[src/rtl/mips_pipe_pkg.sv]
// Shared pipeline definitions: control-bundle bit positions, default squash mask
// and operand-forwarding select encodings.
package mips_pipe_pkg;

    localparam int CTRL_W_DEF      = 24;
    localparam int CTRL_REG_WRITE  = 0;
    localparam int CTRL_CP0_WRITE  = 1;
    localparam int CTRL_MEM_WEN    = 2;
    localparam int CTRL_MEM_REN    = 3;
    localparam int CTRL_JUMP       = 4;
    localparam int CTRL_BRANCH     = 5;

    localparam logic [CTRL_W_DEF-1:0] KILL_MASK_DEF = 24'hFFFFFF;

    typedef enum logic [1:0] {
        FWD_RF  = 2'd0,
        FWD_EXE = 2'd1,
        FWD_MEM = 2'd2,
        FWD_WB  = 2'd3
    } fwd_sel_e;

endpackage

[src/rtl/pipe_skid_buf.sv]
// Generic valid/ready register slice; SKID_EN adds a second entry so that
// in_ready comes from a flop instead of combinationally from out_ready.
module pipe_skid_buf #(
    parameter int WIDTH   = 8,
    parameter bit SKID_EN = 1'b0
) (
    input  logic             clk,
    input  logic             rst,
    input  logic             flush,
    input  logic             in_valid,
    output logic             in_ready,
    input  logic [WIDTH-1:0] in_data,
    output logic             out_valid,
    input  logic             out_ready,
    output logic [WIDTH-1:0] out_data
);

    logic             out_valid_q;
    logic [WIDTH-1:0] out_data_q;

    assign out_valid = out_valid_q;
    assign out_data  = out_data_q;

    generate
        if (SKID_EN) begin : g_skid
            logic             skid_valid_q, skid_valid_d, out_valid_d, accept;
            logic [WIDTH-1:0] skid_data_q, skid_data_d, out_data_d;

            assign in_ready = !skid_valid_q;
            assign accept   = in_valid && !skid_valid_q && !flush;

            always_comb begin
                out_valid_d  = out_valid_q;
                out_data_d   = out_data_q;
                skid_valid_d = skid_valid_q;
                skid_data_d  = skid_data_q;
                if (flush) begin
                    out_valid_d  = 1'b0;
                    skid_valid_d = 1'b0;
                end else if (!out_valid_q || out_ready) begin
                    // Parked beat is older than anything upstream, so it drains first.
                    if (skid_valid_q) begin
                        out_valid_d  = 1'b1;
                        out_data_d   = skid_data_q;
                        skid_valid_d = 1'b0;
                    end else begin
                        out_valid_d = accept;
                        if (accept) out_data_d = in_data;
                    end
                end else if (accept) begin
                    skid_valid_d = 1'b1;
                    skid_data_d  = in_data;
                end
            end

            always_ff @(posedge clk or negedge rst) begin
                if (!rst) begin
                    out_valid_q  <= 1'b0;
                    out_data_q   <= '0;
                    skid_valid_q <= 1'b0;
                    skid_data_q  <= '0;
                end else begin
                    out_valid_q  <= out_valid_d;
                    out_data_q   <= out_data_d;
                    skid_valid_q <= skid_valid_d;
                    skid_data_q  <= skid_data_d;
                end
            end
        end else begin : g_single
            logic             out_valid_d, accept;
            logic [WIDTH-1:0] out_data_d;

            assign in_ready = !out_valid_q || out_ready;
            assign accept   = in_valid && in_ready && !flush;

            always_comb begin
                out_valid_d = out_valid_q;
                out_data_d  = out_data_q;
                if (flush) begin
                    out_valid_d = 1'b0;
                end else if (in_ready) begin
                    out_valid_d = accept;
                    if (accept) out_data_d = in_data;
                end
            end

            always_ff @(posedge clk or negedge rst) begin
                if (!rst) begin
                    out_valid_q <= 1'b0;
                    out_data_q  <= '0;
                end else begin
                    out_valid_q <= out_valid_d;
                    out_data_q  <= out_data_d;
                end
            end
        end
    endgenerate

endmodule

[src/rtl/decode_pipe_stage.sv]
// Decode-to-execute pipeline stage with operand forwarding, squash masking and
// a saturating stall counter. Define DECODE_PIPE_SKID_EN for the two-entry skid build.
module decode_pipe_stage
    import mips_pipe_pkg::*;
#(
    parameter int                DATA_W    = 32,
    parameter int                CTRL_W    = 24,
    parameter int                NUM_FWD   = 3,
    parameter logic [CTRL_W-1:0] KILL_MASK = CTRL_W'(KILL_MASK_DEF),
    parameter int                CNT_W     = 16,
    localparam int               SEL_W     = $clog2(NUM_FWD + 1)
) (
    input  logic                      clk,
    input  logic                      rst,
    input  logic                      flush,
    input  logic                      in_valid,
    output logic                      in_ready,
    input  logic [DATA_W-1:0]         in_pc,
    input  logic [31:0]               in_inst,
    input  logic [CTRL_W-1:0]         in_ctrl,
    input  logic                      in_bad,
    input  logic [DATA_W-1:0]         rf_a,
    input  logic [DATA_W-1:0]         rf_b,
    input  logic [SEL_W-1:0]          fwd_sel_a,
    input  logic [SEL_W-1:0]          fwd_sel_b,
    input  logic [NUM_FWD*DATA_W-1:0] fwd_data,
    output logic                      out_valid,
    input  logic                      out_ready,
    output logic [DATA_W-1:0]         out_pc,
    output logic [31:0]               out_inst,
    output logic [DATA_W-1:0]         out_a,
    output logic [DATA_W-1:0]         out_b,
    output logic [CTRL_W-1:0]         out_ctrl,
    output logic                      out_bad,
    output logic [CNT_W-1:0]          stall_cnt
);

`ifdef DECODE_PIPE_SKID_EN
    localparam bit SKID_EN = 1'b1;
`else
    localparam bit SKID_EN = 1'b0;
`endif

    localparam int PAY_W = 3 * DATA_W + 32 + CTRL_W + 1;

    // Priority chain seeded with the register file; out-of-range selects fall through to it.
    logic [DATA_W-1:0] chain_a [NUM_FWD+1];
    logic [DATA_W-1:0] chain_b [NUM_FWD+1];

    assign chain_a[0] = rf_a;
    assign chain_b[0] = rf_b;

    generate
        for (genvar gi = 0; gi < NUM_FWD; gi++) begin : g_fwd
            assign chain_a[gi+1] = (fwd_sel_a == SEL_W'(gi + 1)) ?
                                   fwd_data[gi*DATA_W +: DATA_W] : chain_a[gi];
            assign chain_b[gi+1] = (fwd_sel_b == SEL_W'(gi + 1)) ?
                                   fwd_data[gi*DATA_W +: DATA_W] : chain_b[gi];
        end
    endgenerate

    logic [CTRL_W-1:0] ctrl_d;
    logic [PAY_W-1:0]  pay_in, pay_out;

    assign ctrl_d = in_bad ? (in_ctrl & ~KILL_MASK) : in_ctrl;
    assign pay_in = {in_pc, in_inst, chain_a[NUM_FWD], chain_b[NUM_FWD], ctrl_d, in_bad};
    assign {out_pc, out_inst, out_a, out_b, out_ctrl, out_bad} = pay_out;

    pipe_skid_buf #(
        .WIDTH   (PAY_W),
        .SKID_EN (SKID_EN)
    ) u_slice (
        .clk       (clk),
        .rst       (rst),
        .flush     (flush),
        .in_valid  (in_valid),
        .in_ready  (in_ready),
        .in_data   (pay_in),
        .out_valid (out_valid),
        .out_ready (out_ready),
        .out_data  (pay_out)
    );

    logic [CNT_W-1:0] stall_q, stall_d;

    always_comb begin
        stall_d = stall_q;
        if (out_valid && !out_ready && (stall_q != {CNT_W{1'b1}}))
            stall_d = stall_q + 1'b1;
    end

    always_ff @(posedge clk or negedge rst) begin
        if (!rst) stall_q <= '0;
        else      stall_q <= stall_d;
    end

    assign stall_cnt = stall_q;

endmodule
[config.mk]
export PLATFORM = sky130hd
export DESIGN_NAME = decode_pipe_stage
export DESIGN_NICKNAME = d
export VERILOG_FILES = /design/src/rtl/mips_pipe_pkg.sv /design/src/rtl/pipe_skid_buf.sv /design/src/rtl/decode_pipe_stage.sv
export SDC_FILE = /design/constraint.sdc
export NUM_CORES = 1
export LEC_CHECK = 0
export CAP_MARGIN = 10
export CORE_AREA = 2 2 167 169
export CTS_BUF_LIST = sky130_fd_sc_hd__clkbuf_8
export DETAILED_ROUTE_END_ITERATION = 8
export DIE_AREA = 0 0 169 171
export PLACE_DENSITY = 0.74
export SLEW_MARGIN = 20
export SYNTH_ARGS = -nofsm -noshare
export SYNTH_HDL_FRONTEND = slang
export SYNTH_SLANG_ARGS = --single-unit
[constraint.sdc]
create_clock -name clk -period 4.2 [get_ports clk]
set_input_delay 1.26 -clock clk [delete_from_list [all_inputs] [get_ports clk]]
set_output_delay 1.26 -clock clk [all_outputs]
set_load 0.02 [all_outputs]
After elaboration in Yosys (flattened, before gate mapping)
Cells that the tools add are included.
{"block": "totals", "reg_bits": 170, "out_inout_bits": 171, "elab_cells": 31}
{"block": "classes", "add_sub_neg": 1, "eq_ne": 7, "n_mux": 9, "n_bitwise": 1, "reduce_logical": 10}
{"operator": "$mux W32", "n": 6}
{"operator": "$mux W24", "n": 1}
{"operator": "$add A16 B1 Y16 const B", "n": 1}
{"operator": "$ne A16 B16 Y1 const B", "n": 1}
{"operator": "$eq A2 B2 Y1 const B", "n": 4}
{"operator": "$eq A2 B1 Y1 const B", "n": 2}
{"operator": "$logic_and A1 B1 Y1", "n": 4}
{"operator": "$logic_not A1 Y1", "n": 3}
{"operator": "$reduce_and A3 Y1", "n": 1}
{"operator": "$mux W1", "n": 2}
{"operator": "$reduce_bool A2 Y1", "n": 1}
{"operator": "$logic_or A1 B1 Y1", "n": 1}
{"operator": "$not A1 Y1", "n": 1}

Logic depth before layout (Yosys ltp)
Gate-level depths: netlist (run 1).
{"block": "logic_depth", "depth_word": 6, "ltp_mapped": 8, "depth_no_buf": 5}

Modules after synthesis
A second synthesis (run 1) with hierarchy kept.
{"block": "unflattened", "cells_unflattened": 504, "area_unflattened_um2": 8578.2}
{"mod": "pipe_skid_buf", "n_inst": 1, "cells_per_inst": 329, "area_per_inst_um2": 6108.4, "seq_area_each_um2": 3853.7}
{"mod": "decode_pipe_stage", "n_inst": 1, "cells_per_inst": 175, "area_per_inst_um2": 2469.9, "seq_area_each_um2": 400.4}

Worst setup path after synthesis (run 1)
Ideal clock, no wire load.
{"block": "synth_timing", "path_kind": "input to output", "start": "input port out_ready", "end": "output port in_ready", "arrival_ps": 1511, "required_time_ps": 2940, "setup_slack_ps": 1429, "cell_stages": 2, "cell_sequence": "nor2b_2 -> inv_2"}
{"block": "synth_via", "elab_chain_len": 1}
{"item": "from (decl)", "line_no": "decode_pipe_stage.sv:28", "rtl": "input logic out_ready,"}
{"item": "$logic_or A1 B1 Y1", "line_no": "pipe_skid_buf.sv:73", "rtl": "assign in_ready = !out_valid_q || out_ready;"}
{"item": "to (decl)", "line_no": "decode_pipe_stage.sv:17", "rtl": "output logic in_ready,"}
Every way passes these cells.

Worst setup path in the final report (run 1)
Ends and elaborated chain as after synthesis.

==> results of run 1 <==
==> synthesized netlist by cell type, drive strengths merged, types with 2 or more instances <==
master / number / share of area (%)
and2: 2 / 0.15
nor2: 9 / 0.47
nand3b: 25 / 2.3
nand4: 5 / 0.45
clkbuf: 21 / 0.96
and3: 2 / 0.15
dfrtp: 170 / 52
and4b: 2 / 0.24
xor2: 10 / 1.1
buf: 29 / 2.2
nand3: 6 / 0.42
a21oi: 6 / 0.36
mux4: 64 / 17
nor3: 2 / 0.12
inv: 3 / 0.14
nand2: 439 / 20
nor3b: 2 / 0.18
==> area by class of cell <==
| type | count | area, um^2 | area share [%] |
|---|---|---|---|
| Clock buffer | 19 | 261.5 | 1.977 |
| Tap cell | 346 | 432.9 | 3.273 |
| Multi-Input combinational cell | 585 | 3730 | 28.20 |
| Clock inverter | 13 | 128.9 | 0.9744 |
| Inverter | 3 | 11.26 | 0.08514 |
| Antenna cell | 3 | 7.507 | 0.05676 |
| Sequential cell | 170 | 4254 | 32.16 |
| Timing Repair Buffer | 436 | 4400 | 33.27 |
==> state kept, by name, indices dropped and copies added (netlist names) <==
register and flops:
u_slice.out_valid 1, stall_cnt 16, u_slice.out_data 153
==> where the power goes <==
group	internal, mW	switching (mW)	leakage [nW]
logic	0.861	0.806	3.65
registers	1.89	0.169	2.13
clock network	0.472	0.701	0.198
==> worst max-delay path: cells and delay by family <==
family / cells / cell delay (ns)
and+or+nand+nor: 1 / 0.22
buffers and inverters: 3 / 1.06
==> logic make-up after synthesis <==
group           count (synthesis)  share of synthesized area, %
compound gates                 10                         1.062
xor+xnor                       11                         1.168
fa+ha+maj                       1                        0.1517
buf+inv                        53                         3.276
flops                         170                         51.57
mux                            66                         17.78
simple gates                  497                         25.00
==> per-layer routing <==
layer  global-route usage [%]  wire length (um)  vias to the layer above
li1                         -                 -                     3490
met5                        0                 0                        -
met3                    6.338              2660                       37
met4                    7.209               723                        0
met1                    21.52             10720                     3565
met2                    32.64             13630                      346
==> path summary, 6_finish.rpt <==
kind / cells past startpoint / end / startpoint / slack [ns]
min in group asynchronous: 1 / u_slice.out_data[142]$_DFFE_PN0P_ / rst / 0.68
hold reg to reg: 2 / u_slice.out_data[3]$_DFFE_PN0P_ / u_slice.out_data[3]$_DFFE_PN0P_ / 0.47
hold / removal: 2 / u_slice.out_data[3]$_DFFE_PN0P_ / u_slice.out_data[3]$_DFFE_PN0P_ / 0.47
setup reg to reg: 5 / stall_cnt[12]$_DFFE_PN0P_ / stall_cnt[0]$_DFFE_PN0P_ / 2.30
setup / recovery: 4 / in_ready / out_ready / 0.40
max in group asynchronous: 2 / u_slice.out_data[59]$_DFFE_PN0P_ / rst / 2.60
==> stage by stage <==
stage	hold WS (ns)	power [mW]
after detailed placement	0.4548	3.764
after floorplan	0.5717	2.807
after global placement	0.4482	3.733
after global routing	0.5035	5.156
after CTS	0.4770	4.966
final	0.4699	4.897
==> results.yml, run 1 <==
synthesis:
  synth_edf_count: 0
  syn-num-nets: 1067
  yosysSeqAreaShare_pct: 51.57
  asyncSetResetFlopFracSynth_pct: 100.0
  syn_area_per_cell_um2: 10.21
  synth_warnings: 0
  netlist_area_um2: 8249
  ys_ff_latch: 170
  yosys.cell_types.count: 33
  syn_inst: 808
  synth_ff_type: "dfrtp_1"
critical_path:
  arrival_ns: 2.54
  crit_path_frequent_cell: "clkdlybuf4s50_1"
  path_max_fanout: 4
  critPathRequiredTime_ns: 2.94
  crit_path_start_kind: "input port"
  max_stage_delay_ns: 0.54
  cp-end-kind: "primary output"
  path_class: "input port to primary output"
  critPathSlowestCell: "clkdlybuf4s50_1"
  crit_chain: "clkdlybuf4s50_1 -> nor2b_2 -> inv_2 -> clkdlybuf4s50_1"
routing:
  drt-initial-drc-count: 466
  drcViolationCount: 0
  vias_per_cell: 4.723
  wire_per_inst_um: 17.61
  totalWireLength_um: 27740
  num_vias: 7438
  drt_first_pass_iters: 5
  antenna_left: 0
global_route:
  grt_pass1_wl_um: 42210
  overflow: 0
  antenna_found_initial: 4
  grt_pass1_vias: 7707
  grt_usage_pct: 18.81
  grt_max_degree: 95
cts:
  worst_setup_hold_path_clk_slew_ns: 0.09
  post_cts_buffers: 0
  clock_path_buffers: 2
  insertion_delay_ns: 0.44
  holdBufCountCts: 0
  tritoncts: "done"
  root_buffer: "clkbuf_8"
  h-tree-depth: 4
  ctsResizeCount: 0
  cts_sinks: 170
  numCtsBuffers: 17
floorplan:
  row_count: 61
  die_w_um: 169
  core_um2: 27320
  initial_core_util_pct: 30.19
  io_pins: 429
  die_area_um2: 28900
  die_h_um: 171
timing:
  fin_crit_ns: 3.799
  slew_violations: 0
  fin_setup_tns_ns: 0
  worstMarginPinSlew_ns: 0.8999
  rsz0062_at_grt: "no"
  skew_ns: 0.01852
  setup_slack_ns: 0.4008
  finalHoldViolCount: 0
  fmax_mhz: 263.2
  period_share_pct: 90.46
  setup_viol: 0
  maxSlewHeadroom_pct: 40.01
power:
  leakage_nw: 5.979
  power_density_nw_per_um2: 370.2
  irDropWorstVdd_mv: 0.1775
finish:
  utilization_pct: 48.41
  area_growth_pct: 60.34
  final_cell_mix: "439 x nand2_1, 423 x clkdlybuf4s50_1, 170 x dfrtp_1, 64 x mux4_2, 25 x nand3b_1"
  drive_above_1_share_pct: 9.869
  fill_cells: 2532
  nets: 1472
  design_area_um2: 13230
  final_cells: 1575
  layout_commonest_cell: "nand2_1"
placed_design:
  pre_cts_slack_ns: 0.4021
  routabilityCongestion: 0.8379
  dpl-instance-area_um2: 12830
  io_buffers: 428
  placed_cells: 1540
  dp_hpwl_um: 20620
job:
  maxCapViolCount: 0
status:
  status: "completed"
worst_hold_path:
  min_path_type: "flop to flop"
Power figures use the tool's default switching activity.
==> inputs of run 2 (changes only) <==
--- a/config.mk
+++ b/config.mk
@@ -10,8 +10,8 @@
 export CTS_BUF_LIST = sky130_fd_sc_hd__clkbuf_8
 export DETAILED_ROUTE_END_ITERATION = 8
 export DIE_AREA = 0 0 169 171
+export HOLD_SLACK_MARGIN = 0.12
 export PLACE_DENSITY = 0.74
-export SLEW_MARGIN = 20
 export SYNTH_ARGS = -nofsm -noshare
 export SYNTH_HDL_FRONTEND = slang
 export SYNTH_SLANG_ARGS = --single-unit
==> results of run 2 <==
Same layout as run 1: the final DEF is identical, and so are final timing and power.
